File: src/rtl/gpgll_frame_ctrl.sv
// gpgll_frame_ctrl
//   Byte-level GPGLL sentence sequencer. Tracks framing ($, header, fields,
//   '*', two hex checksum digits), stages latitude/longitude minutes, UTC
//   hh:mm and fix flag in shadow registers, and commits them to the outputs
//   only when the sentence is complete and its XOR checksum matches.
//
// Ports
//   Clk, Reset           clock, asynchronous active-high reset
//   enable               parser enable (low: IDLE, bytes ignored)
//   rx_data, rx_valid    received byte and its single-cycle strobe
//   lat_min, lon_min     committed minutes, binary 0-99
//   time_bcd             committed {h1,h0,m1,m0} BCD UTC time
//   fix_valid            field 6 was 'A' in the last committed sentence
//   frame_done           one-cycle pulse on commit
//   frame_err            one-cycle pulse on checksum/format/timeout failure
//   busy                 state is not IDLE
module gpgll_frame_ctrl #(
  parameter int unsigned GAP_CYCLES = 50000
) (
  input  logic        Clk,
  input  logic        Reset,
  input  logic        enable,
  input  logic [7:0]  rx_data,
  input  logic        rx_valid,
  output logic [7:0]  lat_min,
  output logic [7:0]  lon_min,
  output logic [15:0] time_bcd,
  output logic        fix_valid,
  output logic        frame_done,
  output logic        frame_err,
  output logic        busy
);

  typedef enum logic [2:0] {S_IDLE, S_HDR, S_FIELDS, S_CK_HI, S_CK_LO} state_t;

  localparam int unsigned GW = (GAP_CYCLES > 2) ? $clog2(GAP_CYCLES) : 1;

  state_t      r_state, w_state_nx;
  logic [2:0]  r_hdr_idx;
  logic [7:0]  r_xor;
  logic [3:0]  r_field, r_chr;
  logic [3:0]  r_d1, r_d0, r_ck_hi;
  logic [7:0]  r_lat_sh, r_lon_sh;
  logic [15:0] r_time_sh;
  logic        r_lat_seen, r_lon_seen, r_time_seen, r_fix_sh;
  logic [GW-1:0] r_gap;

  logic        w_done, w_err, w_restart, w_gap_hit;
  logic [7:0]  w_hdr_exp;
  logic        w_hex_ok;
  logic [3:0]  w_hex_val;
  logic        w_digit;
  logic [7:0]  w_min;

  assign busy      = (r_state != S_IDLE);
  assign w_gap_hit = (r_gap == GW'(GAP_CYCLES - 1));
  assign w_digit   = (rx_data >= "0") && (rx_data <= "9");
  // d1*10 + d0 as shifts and adds
  assign w_min     = {1'b0, r_d1, 3'b0} + {3'b0, r_d1, 1'b0} + {4'b0, r_d0};

  always_comb begin
    w_hdr_exp = "L";
    case (r_hdr_idx)
      3'd0:    w_hdr_exp = "G";
      3'd1:    w_hdr_exp = "P";
      3'd2:    w_hdr_exp = "G";
      default: w_hdr_exp = "L";
    endcase
  end

  always_comb begin
    w_hex_ok  = 1'b0;
    w_hex_val = rx_data[3:0];
    if (w_digit) begin
      w_hex_ok = 1'b1;
    end else if ((rx_data >= "A") && (rx_data <= "F")) begin
      w_hex_ok  = 1'b1;
      w_hex_val = rx_data[3:0] + 4'd9;
    end
  end

  always_comb begin
    w_state_nx = r_state;
    w_done     = 1'b0;
    w_err      = 1'b0;
    w_restart  = 1'b0;
    if (!enable) begin
      w_state_nx = S_IDLE;
    end else if (rx_valid) begin
      if (rx_data == "$") begin
        w_restart  = 1'b1;
        w_state_nx = S_HDR;
      end else begin
        case (r_state)
          S_HDR: begin
            if (rx_data != w_hdr_exp)   w_state_nx = S_IDLE;
            else if (r_hdr_idx == 3'd4) w_state_nx = S_FIELDS;
          end
          S_FIELDS: if (rx_data == "*") w_state_nx = S_CK_HI;
          S_CK_HI: begin
            if (w_hex_ok) begin
              w_state_nx = S_CK_LO;
            end else begin
              w_state_nx = S_IDLE;
              w_err      = 1'b1;
            end
          end
          S_CK_LO: begin
            w_state_nx = S_IDLE;
            if (w_hex_ok && ({r_ck_hi, w_hex_val} == r_xor) &&
                r_lat_seen && r_lon_seen && r_time_seen)
              w_done = 1'b1;
            else
              w_err = 1'b1;
          end
          default: ;
        endcase
      end
    end else if ((r_state != S_IDLE) && w_gap_hit) begin
      w_state_nx = S_IDLE;
      w_err      = 1'b1;
    end
  end

  always_ff @(posedge Clk or posedge Reset) begin
    if (Reset) begin
      r_state    <= S_IDLE;
      frame_done <= 1'b0;
      frame_err  <= 1'b0;
    end else begin
      r_state    <= w_state_nx;
      frame_done <= w_done;
      frame_err  <= w_err;
    end
  end

  always_ff @(posedge Clk or posedge Reset) begin
    if (Reset) begin
      r_gap       <= '0;
      r_hdr_idx   <= '0;
      r_xor       <= '0;
      r_field     <= '0;
      r_chr       <= '0;
      r_d1        <= '0;
      r_d0        <= '0;
      r_ck_hi     <= '0;
      r_lat_sh    <= '0;
      r_lon_sh    <= '0;
      r_time_sh   <= '0;
      r_lat_seen  <= 1'b0;
      r_lon_seen  <= 1'b0;
      r_time_seen <= 1'b0;
      r_fix_sh    <= 1'b0;
      lat_min     <= '0;
      lon_min     <= '0;
      time_bcd    <= '0;
      fix_valid   <= 1'b0;
    end else begin
      if (!enable || rx_valid || (r_state == S_IDLE) || w_gap_hit)
        r_gap <= '0;
      else
        r_gap <= r_gap + 1'b1;

      if (enable && rx_valid) begin
        if (w_restart) begin
          r_hdr_idx   <= '0;
          r_xor       <= '0;
          r_field     <= '0;
          r_chr       <= '0;
          r_d1        <= '0;
          r_d0        <= '0;
          r_lat_sh    <= '0;
          r_lon_sh    <= '0;
          r_time_sh   <= '0;
          r_lat_seen  <= 1'b0;
          r_lon_seen  <= 1'b0;
          r_time_seen <= 1'b0;
          r_fix_sh    <= 1'b0;
        end else begin
          case (r_state)
            S_HDR: begin
              if (rx_data == w_hdr_exp) begin
                r_xor     <= r_xor ^ rx_data;
                r_hdr_idx <= r_hdr_idx + 3'd1;
              end
            end
            S_FIELDS: begin
              if (rx_data != "*") begin
                r_xor <= r_xor ^ rx_data;
                if (rx_data == ",") begin
                  if (r_field != 4'hF) r_field <= r_field + 4'd1;
                  r_chr <= '0;
                  r_d1  <= '0;
                  r_d0  <= '0;
                end else begin
                  if (r_chr != 4'hF) r_chr <= r_chr + 4'd1;
                  case (r_field)
                    4'd1, 4'd3: begin
                      if (w_digit) begin
                        r_d1 <= r_d0;
                        r_d0 <= rx_data[3:0];
                      end else if (rx_data == ".") begin
                        if (r_field == 4'd1) begin
                          r_lat_sh   <= w_min;
                          r_lat_seen <= 1'b1;
                        end else begin
                          r_lon_sh   <= w_min;
                          r_lon_seen <= 1'b1;
                        end
                      end
                    end
                    4'd5: begin
                      case (r_chr)
                        4'd0: r_time_sh[15:12] <= rx_data[3:0];
                        4'd1: r_time_sh[11:8]  <= rx_data[3:0];
                        4'd2: r_time_sh[7:4]   <= rx_data[3:0];
                        4'd3: begin
                          r_time_sh[3:0] <= rx_data[3:0];
                          r_time_seen    <= 1'b1;
                        end
                        default: ;
                      endcase
                    end
                    4'd6: if (r_chr == 4'd0) r_fix_sh <= (rx_data == "A");
                    default: ;
                  endcase
                end
              end
            end
            S_CK_HI: r_ck_hi <= w_hex_val;
            S_CK_LO: begin
              if (w_done) begin
                lat_min   <= r_lat_sh;
                lon_min   <= r_lon_sh;
                time_bcd  <= r_time_sh;
                fix_valid <= r_fix_sh;
              end
            end
            default: ;
          endcase
        end
      end
    end
  end

endmodule

File: config.mk
export PLATFORM = sky130hd
export DESIGN_NAME = gpgll_frame_ctrl
export DESIGN_NICKNAME = d
export VERILOG_FILES = /design/src/rtl/gpgll_frame_ctrl.sv
export SDC_FILE = /design/constraint.sdc
export NUM_CORES = 1
export LEC_CHECK = 0
export CAP_MARGIN = 10
export CORE_ASPECT_RATIO = 0.6
export CORE_UTILIZATION = 30
export CTS_CLUSTER_SIZE = 8
export DETAILED_ROUTE_END_ITERATION = 7
export PLACE_DENSITY = 0.58
export SLEW_MARGIN = 20
export SYNTH_ARGS = -nofsm -noshare
export SYNTH_HDL_FRONTEND = slang
export SYNTH_SLANG_ARGS = --single-unit
File: constraint.sdc
create_clock -name Clk -period 4.55 [get_ports Clk]
set_input_delay 0.91 -clock Clk [delete_from_list [all_inputs] [get_ports Clk]]
set_output_delay 0.91 -clock Clk [all_outputs]
set_load 0.03 [all_outputs]
==> results.py <==
metrics = {
    "floorplan": {
        "dieHeight_um": 113,
        "rows": 40,
        "dieArea_sq_um": 21200,
        "die_w_um": 187,
        "io_pins": 48,
        "core_area_sq_um": 20100,
        "initial_core_util": 0.307,
    },
    "timing": {
        "relSlewSlack": 0.534,
        "drv_slew": 0,
        "setup_tns_ns": 0,
        "fin_crit_sh": 0.792,
        "finalHoldViolations": 0,
        "rsz0062_at_grt": "false",
        "fin_crit_ns": 3.60,
        "finalSetupViolations": 0,
        "worstMarginPinSlew_ns": 0.694,
        "finClkSkew_ns": 0.00703,
        "max_freq_mhz": 277,
    },
    "synth": {
        "synth-adder-area-share": 0.0531,
        "synth_cell_type_count": 65,
        "synth_compound_area_frac": 0.100,
        "synthSimpleGateAreaFrac": 0.175,
        "yosysWarningCount": 0,
        "synth_flop_cell": "dfrtp_1",
        "syn-cell-area_sq_um": 6170,
        "async_flop_share": 1.00,
        "synth_edf_count": 0,
        "ys_seq_area_frac": 0.491,
        "synth_xor_area_frac": 0.0440,
        "synth_top_family_by_area": "simple AND/OR/NAND/NOR gates",
        "muxShareOfSynthArea": 0.101,
        "syn-num-nets": 623,
        "syn_area_per_cell_sq_um": 10.5,
        "synth_seq_cells": 121,
        "syn_inst": 586,
    },
    "worst_setup_path": {
        "path_class": "input pin to flip-flop",
        "critPathBufInv": 3,
        "cp_max_fo": 16,
        "cp_cell_sequence": "clkdlybuf4s50_1 > inv_1 > ha_1 > o21bai_1 > a2111oi_2 > nor2_1 > nor3_1 > nand4_4 > buf_4 > mux2_1",
        "end_kind": "flip-flop",
        "crit_slowest_cell": "clkdlybuf4s50_1",
        "worst_setup_path_start_kind": "input pin",
        "max_stage_delay_ns": 0.61,
        "arrival_ns": 3.90,
        "cp_top_family": "buffers and inverters",
        "critPathRequiredTime_ns": 4.85,
    },
    "place": {
        "gp_congestion": 0.878,
        "hpwl_um": 9800,
        "io_buffer_count": 47,
        "place_inst": 894,
    },
    "worst_hold_path": {
        "hold_class": "flip-flop to flip-flop",
    },
    "clock_tree": {
        "clockBufferDepth": 2,
        "tritoncts": "yes",
        "path_clk_slew_ns": 0.06,
        "clk-insertion-delay-late_ns": 0.42,
        "root_buffer": "clkbuf_16",
        "hold_buffers": 0,
        "clock_sink_count": 121,
        "cts_setup_buffers": 0,
        "cts_buffers": 17,
        "cts-htree-levels": 4,
        "cts-resized-gates": 0,
    },
    "grt": {
        "track_usage": 0.145,
        "grt_max_degree": 122,
        "overflow": 0,
        "antenna_found_initial": 0,
        "grt_pass1_wl_um": 24100,
        "grt_pass1_vias": 4447,
    },
    "final_layout": {
        "layout.nets": 677,
        "final_cells": 926,
        "final_util": 0.379,
        "insertedDiodeCount": 0,
        "syn_to_final_growth_pct": 23.4,
        "fill_cells": 1983,
        "drive_gt1_frac": 0.145,
    },
    "power_and_ir_drop": {
        "power_leakage_nw": 3.46,
        "powerDensity_nw_per_um2": 352,
        "ir_worst_vdd_v": 0.000257,
        "total_power_mw": 2.68,
    },
    "route": {
        "drtIter0Drc": 304,
        "vias": 4402,
        "wl_per_cell_um": 15.4,
        "vias_per_cell": 4.75,
        "totalWireLength_um": 14200,
        "antenna_left": 0,
        "drc": 0,
        "drt_pass1_iterations": 4,
    },
    "job": {
        "cap_violations": 0,
    },
    "outcome": {
        "status": "finished, final reports clean",
    },
}
cells in the final DEF (no fill, tap or decap), types with 8 or more instances in the layout:
master	netlist	routed
a21oi_1	31	31
buf_4	0	12
clkbuf_16	0	17
clkdlybuf4s50_1	0	47
dfrtp_1	121	121
ha_1	23	23
inv_1	25	24
mux2_4	30	30
nand2_1	60	60
nand3_1	39	39
nand4_1	11	11
nor2_1	46	45
nor2b_1	8	8
nor3_1	8	8
o21ai_0	18	18
o21ai_1	14	13
xnor2_1	17	17
xor2_1	14	14
flip-flops by register name, indices dropped and copies added (netlist names), 8 cells and up:
signal     count
lat_min        8
lon_min        8
time_bcd      16
r_gap         16
r_time_sh     16
r_xor          8
r_lon_sh       8
r_lat_sh       8
kinds of logic (layout without fill, tap and decap cells):
group           after synthesis  after routing
simple gates                213            213
flops                       121            121
compound gates               99             99
buf+inv                      51            118
mux                          46             46
xor+xnor                     31             31
fa+ha+maj                    25             25
stage by stage:
step           hold slack [ns]  cell area [sq um]  setup WS (ns)
6_report                 0.466               7610          0.946
5_1_grt                  0.471               7610          0.750
4_1_cts                  0.462               7610          0.956
3_5_place_dp             0.455               6980          0.521
3_3_place_gp             0.447               6980          0.596
2_1_floorplan            0.425               6170          0.426
synth_stat cells, types with 16 or more instances:
| library cell | number | share of area |
|---|---|---|
| a21oi_1 | 31 | 0.025 |
| nand3_1 | 39 | 0.032 |
| clkbuf_1 | 16 | 0.0097 |
| dfrtp_1 | 121 | 0.49 |
| inv_1 | 25 | 0.015 |
| mux2_4 | 30 | 0.073 |
| xnor2_1 | 17 | 0.024 |
| o21ai_0 | 18 | 0.015 |
| nor2_1 | 46 | 0.028 |
| nand2_1 | 60 | 0.037 |
| ha_1 | 23 | 0.047 |
layout make-up:
| type | count | area [sq um] | area share |
|---|---|---|---|
| sequential | 121 | 3030 | 0.398 |
| multi-input combinational | 414 | 2930 | 0.385 |
| timing repair buffer | 60 | 581 | 0.0762 |
| clock buffer | 18 | 439 | 0.0577 |
| tap | 273 | 342 | 0.0449 |
| clock inverter | 14 | 196 | 0.0258 |
| inverter | 26 | 100 | 0.0131 |
layer usage:
layer	up-vias	GRT usage	wire length, um
met5	-	0	0
met1	2138	0.222	7790
met2	88	0.193	5480
met4	0	0.0366	104
met3	9	0.0471	859
li1	2167	-	-
final timing paths:
check	slack (ns)	cells past startpoint	end	start
hold / removal	0.47	1	r_gap[0]$_DFF_PP0_	r_gap[0]$_DFF_PP0_
max in group asynchronous	3.02	3	r_chr[3]$_DFFE_PP0P_	Reset
setup reg to reg	2.11	7	r_lon_sh[6]$_DFFE_PP0P_	r_d1[0]$_DFFE_PP0P_
min in group asynchronous	0.99	3	r_gap[4]$_DFF_PP0_	Reset
hold reg to reg	0.47	1	r_gap[0]$_DFF_PP0_	r_gap[0]$_DFF_PP0_
setup / recovery	0.95	10	time_bcd[15]$_DFFE_PP0P_	rx_data[0]
power breakdown:
part	switching (mW)	leakage, nW	internal, mW
combinational	0.0858	1.53	0.0485
sequential	0.0132	1.63	1.09
clock	0.507	0.303	0.934
No activity file was read; power rests on OpenSTA's default activity.
